File: src/rtl/uart_tx_packet_arbiter.sv
// uart_tx_packet_arbiter
// Round-robin arbiter that shares one byte-wide uart_tx between two packet
// sources. A granted packet is captured whole, then sent one byte at a time
// through the uart_tx load / start / finish handshake. Completion is reported
// with a done pulse. Illegal lengths and stalled handshakes are reported with
// an error pulse.

module uart_tx_packet_arbiter #(
  parameter int PACKET_BITS = 144,
  parameter int MAX_BYTES   = 18,
  parameter int HOLD_CYCLES = 5208,
  parameter int TIMEOUT     = 4000000
) (
  input  logic                   clk,
  input  logic                   reset_n,
  input  logic                   req0_valid,
  input  logic                   req1_valid,
  input  logic [PACKET_BITS-1:0] req0_data,
  input  logic [PACKET_BITS-1:0] req1_data,
  input  logic [4:0]             req0_len,
  input  logic [4:0]             req1_len,
  output logic                   req0_ack,
  output logic                   req1_ack,
  output logic                   req0_done,
  output logic                   req1_done,
  output logic                   error,
  output logic                   busy,
  output logic                   grant_id,
  output logic [7:0]             uart_data,
  output logic                   uart_load_data,
  output logic                   uart_start_transmit,
  input  logic                   uart_tx_finish
);

  localparam int HOLD_W = $clog2(HOLD_CYCLES) + 1;
  localparam int TO_W   = $clog2(TIMEOUT) + 1;
  localparam logic [HOLD_W-1:0] HOLD_LAST = HOLD_W'(HOLD_CYCLES);
  localparam logic [TO_W-1:0]   TO_LAST   = TO_W'(TIMEOUT - 1);
  localparam logic [4:0]        LEN_MAX   = 5'(MAX_BYTES);

  typedef enum logic [2:0] {
    S_IDLE,
    S_CAPTURE,
    S_LOAD,
    S_START,
    S_WAIT_BUSY,
    S_WAIT_DONE,
    S_DONE
  } state_t;

  state_t                 state_q, state_d;
  logic                   fin_meta, fin_s;
  logic                   last_ptr_q;
  logic                   grant_q;
  logic [PACKET_BITS-1:0] pkt_q;
  logic [4:0]             len_q;
  logic [4:0]             idx_q;
  logic                   load_on_q;
  logic                   abort_q;
  logic [7:0]             data_q;
  logic [HOLD_W-1:0]      hold_cnt_q;
  logic [TO_W-1:0]        to_cnt_q;

  logic                   winner;
  logic [4:0]             sel_len;
  logic                   len_bad;
  logic                   hold_end;
  logic                   timeout_hit;
  logic                   load_begin;
  logic                   to_abort;

  // Bring the baud-domain finish level into the clk domain.
  // NOTE: every clocked register uses <= so all flops sample pre-edge values.
  always_ff @(posedge clk or negedge reset_n) begin
    if (!reset_n) begin
      fin_meta <= 1'b0;
      fin_s    <= 1'b0;
    end else begin
      fin_meta <= uart_tx_finish;
      fin_s    <= fin_meta;
    end
  end

  // Arbitration and length legality of the requester being captured.
  always_comb begin
    // NOTE: defaults first so no path through this block can infer a latch.
    winner = 1'b0;
    if (req0_valid && req1_valid) winner = ~last_ptr_q;
    else                          winner = req1_valid;
    sel_len     = grant_q ? req1_len : req0_len;
    len_bad     = (sel_len == 5'd0) || (sel_len > LEN_MAX);
    hold_end    = (hold_cnt_q == HOLD_LAST);
    timeout_hit = (to_cnt_q == TO_LAST);
  end

  // Next-state logic and state-decoded outputs.
  always_comb begin
    state_d             = state_q;
    load_begin          = 1'b0;
    to_abort            = 1'b0;
    req0_ack            = 1'b0;
    req1_ack            = 1'b0;
    req0_done           = 1'b0;
    req1_done           = 1'b0;
    error               = 1'b0;
    busy                = 1'b0;
    uart_load_data      = 1'b0;
    uart_start_transmit = 1'b0;
    case (state_q)
      S_IDLE: begin
        if (req0_valid || req1_valid) state_d = S_CAPTURE;
      end
      S_CAPTURE: begin
        busy     = 1'b1;
        req0_ack = ~grant_q;
        req1_ack = grant_q;
        error    = len_bad;
        state_d  = len_bad ? S_IDLE : S_LOAD;
      end
      S_LOAD: begin
        busy           = 1'b1;
        uart_load_data = load_on_q;
        if (load_on_q) begin
          if (hold_end) begin
            state_d = S_START;
          end else if (timeout_hit) begin
            state_d  = S_DONE;
            to_abort = 1'b1;
          end
        end else if (fin_s) begin
          load_begin = 1'b1;
        end else if (timeout_hit) begin
          state_d  = S_DONE;
          to_abort = 1'b1;
        end
      end
      S_START: begin
        busy                = 1'b1;
        uart_start_transmit = 1'b1;
        if (hold_end) state_d = S_WAIT_BUSY;
      end
      S_WAIT_BUSY: begin
        busy = 1'b1;
        if (!fin_s) begin
          state_d = S_WAIT_DONE;
        end else if (timeout_hit) begin
          state_d  = S_DONE;
          to_abort = 1'b1;
        end
      end
      S_WAIT_DONE: begin
        busy = 1'b1;
        if (fin_s) begin
          state_d = ((idx_q + 5'd1) == len_q) ? S_DONE : S_LOAD;
        end else if (timeout_hit) begin
          state_d  = S_DONE;
          to_abort = 1'b1;
        end
      end
      S_DONE: begin
        req0_done = ~grant_q;
        req1_done = grant_q;
        error     = abort_q;
        state_d   = S_IDLE;
      end
      default: state_d = S_IDLE;
    endcase
  end

  assign grant_id  = grant_q;
  assign uart_data = data_q;

  // State register; a reset mid-packet simply returns to IDLE.
  always_ff @(posedge clk or negedge reset_n) begin
    if (!reset_n) state_q <= S_IDLE;
    else          state_q <= state_d;
  end

  // Grant and last-served pointer; pointer starts at 1 so requester 0 wins first.
  always_ff @(posedge clk or negedge reset_n) begin
    if (!reset_n) begin
      last_ptr_q <= 1'b1;
      grant_q    <= 1'b0;
    end else if (state_q == S_IDLE && (req0_valid || req1_valid)) begin
      last_ptr_q <= winner;
      grant_q    <= winner;
    end
  end

  // Packet capture from the granted requester.
  // NOTE: payload/length are pure datapath, always written before use, so no reset.
  always_ff @(posedge clk) begin
    if (state_q == S_CAPTURE) begin
      pkt_q <= grant_q ? req1_data : req0_data;
      len_q <= sel_len;
    end
  end

  // Byte index, abort flag, load phase and the byte presented to uart_tx.
  always_ff @(posedge clk or negedge reset_n) begin
    if (!reset_n) begin
      idx_q     <= 5'd0;
      abort_q   <= 1'b0;
      load_on_q <= 1'b0;
      data_q    <= 8'd0;
    end else begin
      if (state_q == S_CAPTURE)             idx_q <= 5'd0;
      else if (state_q == S_WAIT_DONE && fin_s) idx_q <= idx_q + 5'd1;

      if (state_q == S_CAPTURE) abort_q <= 1'b0;
      else if (to_abort)        abort_q <= 1'b1;

      load_on_q <= (state_q == S_LOAD) && (state_d == S_LOAD) && (load_on_q || load_begin);

      if (load_begin) data_q <= 8'(pkt_q >> {idx_q, 3'b000});
    end
  end

  // Strobe hold counter and per-state timeout counter; both saturate.
  always_ff @(posedge clk or negedge reset_n) begin
    if (!reset_n) begin
      hold_cnt_q <= '0;
      to_cnt_q   <= '0;
    end else begin
      if (load_begin || (state_d != state_q)) hold_cnt_q <= HOLD_W'(1);
      else if (!hold_end)                     hold_cnt_q <= hold_cnt_q + HOLD_W'(1);

      if (state_d != state_q) to_cnt_q <= '0;
      else if (!timeout_hit)  to_cnt_q <= to_cnt_q + TO_W'(1);
    end
  end

endmodule

File: config.mk
export PLATFORM = sky130hd
export DESIGN_NAME = uart_tx_packet_arbiter
export DESIGN_NICKNAME = d
export VERILOG_FILES = /design/src/rtl/uart_tx_packet_arbiter.sv
export SDC_FILE = /design/constraint.sdc
export NUM_CORES = 1
export LEC_CHECK = 0
export BUFFER_PORTS_ARGS = -buffer_cell sky130_fd_sc_hd__buf_2
export CORE_ASPECT_RATIO = 0.75
export CORE_MARGIN = 2
export CORE_UTILIZATION = 52
export CTS_CLUSTER_SIZE = 12
export DETAILED_ROUTE_END_ITERATION = 12
export PLACE_DENSITY = 0.85
export SLEW_MARGIN = 25
export SYNTH_ARGS = -nofsm -noshare
export SYNTH_HDL_FRONTEND = slang
export SYNTH_SLANG_ARGS = --single-unit
File: constraint.sdc
create_clock -name clk -period 8.9 [get_ports clk]
set_input_delay 0.445 -clock clk [delete_from_list [all_inputs] [get_ports clk]]
set_output_delay 0.445 -clock clk [all_outputs]
set_load 0.01 [all_outputs]
==> out/metrics.cfg <==
[place]
gp_congestion=0.8793
place_inst=1303
port_buffers=319
dp_hpwl_um=18850

[synth]
netlist_top_cells_count=mux2_2, edfxtp_1, nor2_1, dfrtp_1, nand2_1
synth_top_area_cell=edfxtp_1
ys_ff_latch=208
synth.area.top_cells=edfxtp_1, mux2_2, dfrtp_1, mux4_2, nor2_1
ys_seq_area_share_pct=56.00
yosysWarnings=0
synthCells=764
synth_edf_count=149
async_reset_ff_share_pct=28.37
postSynthNetCount=1071
synth_most_common_cell=mux2_2
synth_cell_type_count=61
synth.avg_cell_area_um2=13.91
synth_area_um2=10630
post-synth-top-area-fraction_pct=42.10
synth_flop_cell=edfxtp_1

[timing]
setup_violations=0
hold_viol=0
worstMarginPinSlew_ps=1014
drv_slew=0
period_minus_slack_ps=3315
fin_setup_tns_ps=0
max_freq_mhz=301.7
timing.max_slew.rel_slack_pct=32.39
skew_ps=6.501
rsz0062_at_grt=false
period_share_pct=37.25

[worst_setup_path]
endpoint_kind=register
cpLargestDelayFamily=compound AO/OA/AOI/OAI gates
r2r_cells=6
crit_chain=mux2i_1, o221ai_1, a32oi_1, a221oi_1, o22ai_4, nor3_1
cpMaxStageDelayCell=dfrtp_4
timing.rr.end=to_cnt_q[6]$_DFFE_PN0P_
critPathMaxStageDelay_ps=1010
path_buf_inv=0
r2r-start=grant_id$_DFFE_PN0P_
worstPathMaxFanout=76
critPathRequiredTime_ps=9230
rrSetupSlack_ps=5590
path_class=register to register
critPathLaunchType=register
worst-endpoint-arrival_ps=3650

[die]
core_area_um2=20160
io_pins=320
die_x_um=169.1
dieArea_um2=21610
die_h_um=127.8
initial_core_util_pct=52.73
rows=45

[hold_path]
hold_path.class=input port to register
worstHoldStart=uart_tx_finish
hold_depth=1
hold_path_end=fin_meta$_DFF_PN0_

[power]
p_per_area_nw_per_um2=154.5
p_leak_nw=5.196
power_w=0.002029
ir_worst_vdd_v=0.00009745

[clocking]
cts_setup_buffers=0
clk_latency_ps=500
cts_resized=0
cts_htree_levels=1
cts-root-buf=clkbuf_16
cts_tree=done
cts_buffers=22
clkSlewWorstSetupHoldPaths_ps=60
cts.sinks=208
cts_max_path_buffers=3
postCtsHoldBufs=0

[route]
wl_met2_um=12280
routed-wl-met3_um=1655
vias=7477
drt-vias-per-instance=5.563
met1_length_um=11350
ant_nets=0
drt-pass1-iter-count=5
wl_um=26080
dr.max_layer_used=met4
route.detailed.drc=0
drt-wirelength-per-cell_um=19.41
first_iter_violations=521

[global_route]
grt_max_degree=85
overflow=0
grt_pass1_wl_um=40030
antenna_found_initial=1
grt_usage_pct=24.26
first_global_vias=7410

[layout]
fin_cells=1344
layout.nets=1376
area.growth.synth_to_final_pct=23.60
drive_gt1_share_pct=51.71
nFillCells=1486

[run_status]
status=finished clean

[run]
max-cap-violations=0

## cells by family (layout without fill, tap and decap cells)
kind of cell	Yosys count	after routing	synth area share, %
simple gates	178	178	8.546
buf+inv	57	378	2.166
xor+xnor	40	40	3.296
other cells	0	1	0
fa+ha+maj	5	5	0.5651
mux	204	204	24.64
compound gates	72	72	4.791
flops	208	208	56.00
## how the worst max path moves through the flow
stage / start / endpoint / slack (ps) / cells after the start
after floorplan: state_q[0]$_DFF_PN0_ / req1_ack / 590 / 4
after global placement: grant_id$_DFFE_PN0P_ / to_cnt_q[6]$_DFFE_PN0P_ / 5730 / 6
after detailed placement: grant_id$_DFFE_PN0P_ / to_cnt_q[6]$_DFFE_PN0P_ / 5600 / 6
after CTS: grant_id$_DFFE_PN0P_ / to_cnt_q[6]$_DFFE_PN0P_ / 5590 / 6
after global routing: grant_id$_DFFE_PN0P_ / to_cnt_q[6]$_DFFE_PN0P_ / 5340 / 6
final: grant_id$_DFFE_PN0P_ / to_cnt_q[6]$_DFFE_PN0P_ / 5590 / 6
## power breakdown
| part | switching (W) | leakage [nW] | internal [W] |
|---|---|---|---|
| Combinational | 0.0000413 | 2.75 | 0.0000721 |
| Clock | 0.000356 | 0.338 | 0.000519 |
| Sequential | 0.000000859 | 2.11 | 0.00104 |
## metrics by stage
| step | hold slack [ps] | utilization (%) | worst slack [ps] | area, um^2 |
|---|---|---|---|---|
| final | 63.11 | 65.18 | 5585 | 13140 |
| after floorplan | 149.4 | - | 593.9 | 10630 |
| after global routing | 47.81 | 65.18 | 5336 | 13140 |
| after CTS | 45.55 | 65.10 | 5594 | 13120 |
| after global placement | 368.9 | 61.66 | 5726 | 12430 |
| after detailed placement | 363.3 | 61.66 | 5602 | 12430 |
## sequential cells by signal, indices dropped and copies added (netlist names)
register,flops
uart_data,8
pkt_q,144
fin_meta,1
fin_s,1
state_q,3
hold_cnt_q,14
to_cnt_q,23
last_ptr_q,1
abort_q,1
load_on_q,1
idx_q,5
grant_id,1
len_q,5
## layout by cell type (no fill, tap or decap), drive strengths merged, types with 3 or more instances in the layout
cell type  netlist  final
buf             13    324
mux2           161    161
edfxtp         149    149
nor2            65     65
dfrtp           58     58
clkbuf          30     38
nand2           34     34
mux4            30     30
xnor2           24     24
nand3           19     19
a21oi           19     19
xor2            16     16
inv             13     13
mux2i           13     13
a22oi           13     13
nor3            12     12
o21ai           11     11
and3             8      8
nor3b            7      7
o221ai           6      6
nand4            5      5
a22o             5      5
or2              4      4
ha               4      4
nor4             4      4
o31ai            3      3
and2             3      3
o22ai            3      3
a221oi           3      3
clkinv           1      3
## layer usage
metal	track usage, %	up-vias
li1	-	3518
met3	3.921	46
met4	8.195	0
met1	33.89	3615
met2	39.25	298
met5	0	-
## cell type report
cell class	count	area, um^2	area share [%]
antenna	1	2.502	0.01905
clock buffer	38	683.2	5.200
clock inverter	2	10.01	0.07619
inverter	14	52.55	0.4000
multi-input combinational	499	4469	34.02
sequential	208	5959	45.36
tap	258	322.8	2.457
timing repair buffer	324	1638	12.47
## worst reg2reg max path, cell delays in order, from the launching register on
cell and delay [ps]:
dfrtp_4 1010, mux2i_1 370, o221ai_1 170, a32oi_1 420, a221oi_1 230, o22ai_4 800, nor3_1 150
Note: power is estimated with default switching activity, not from simulation.
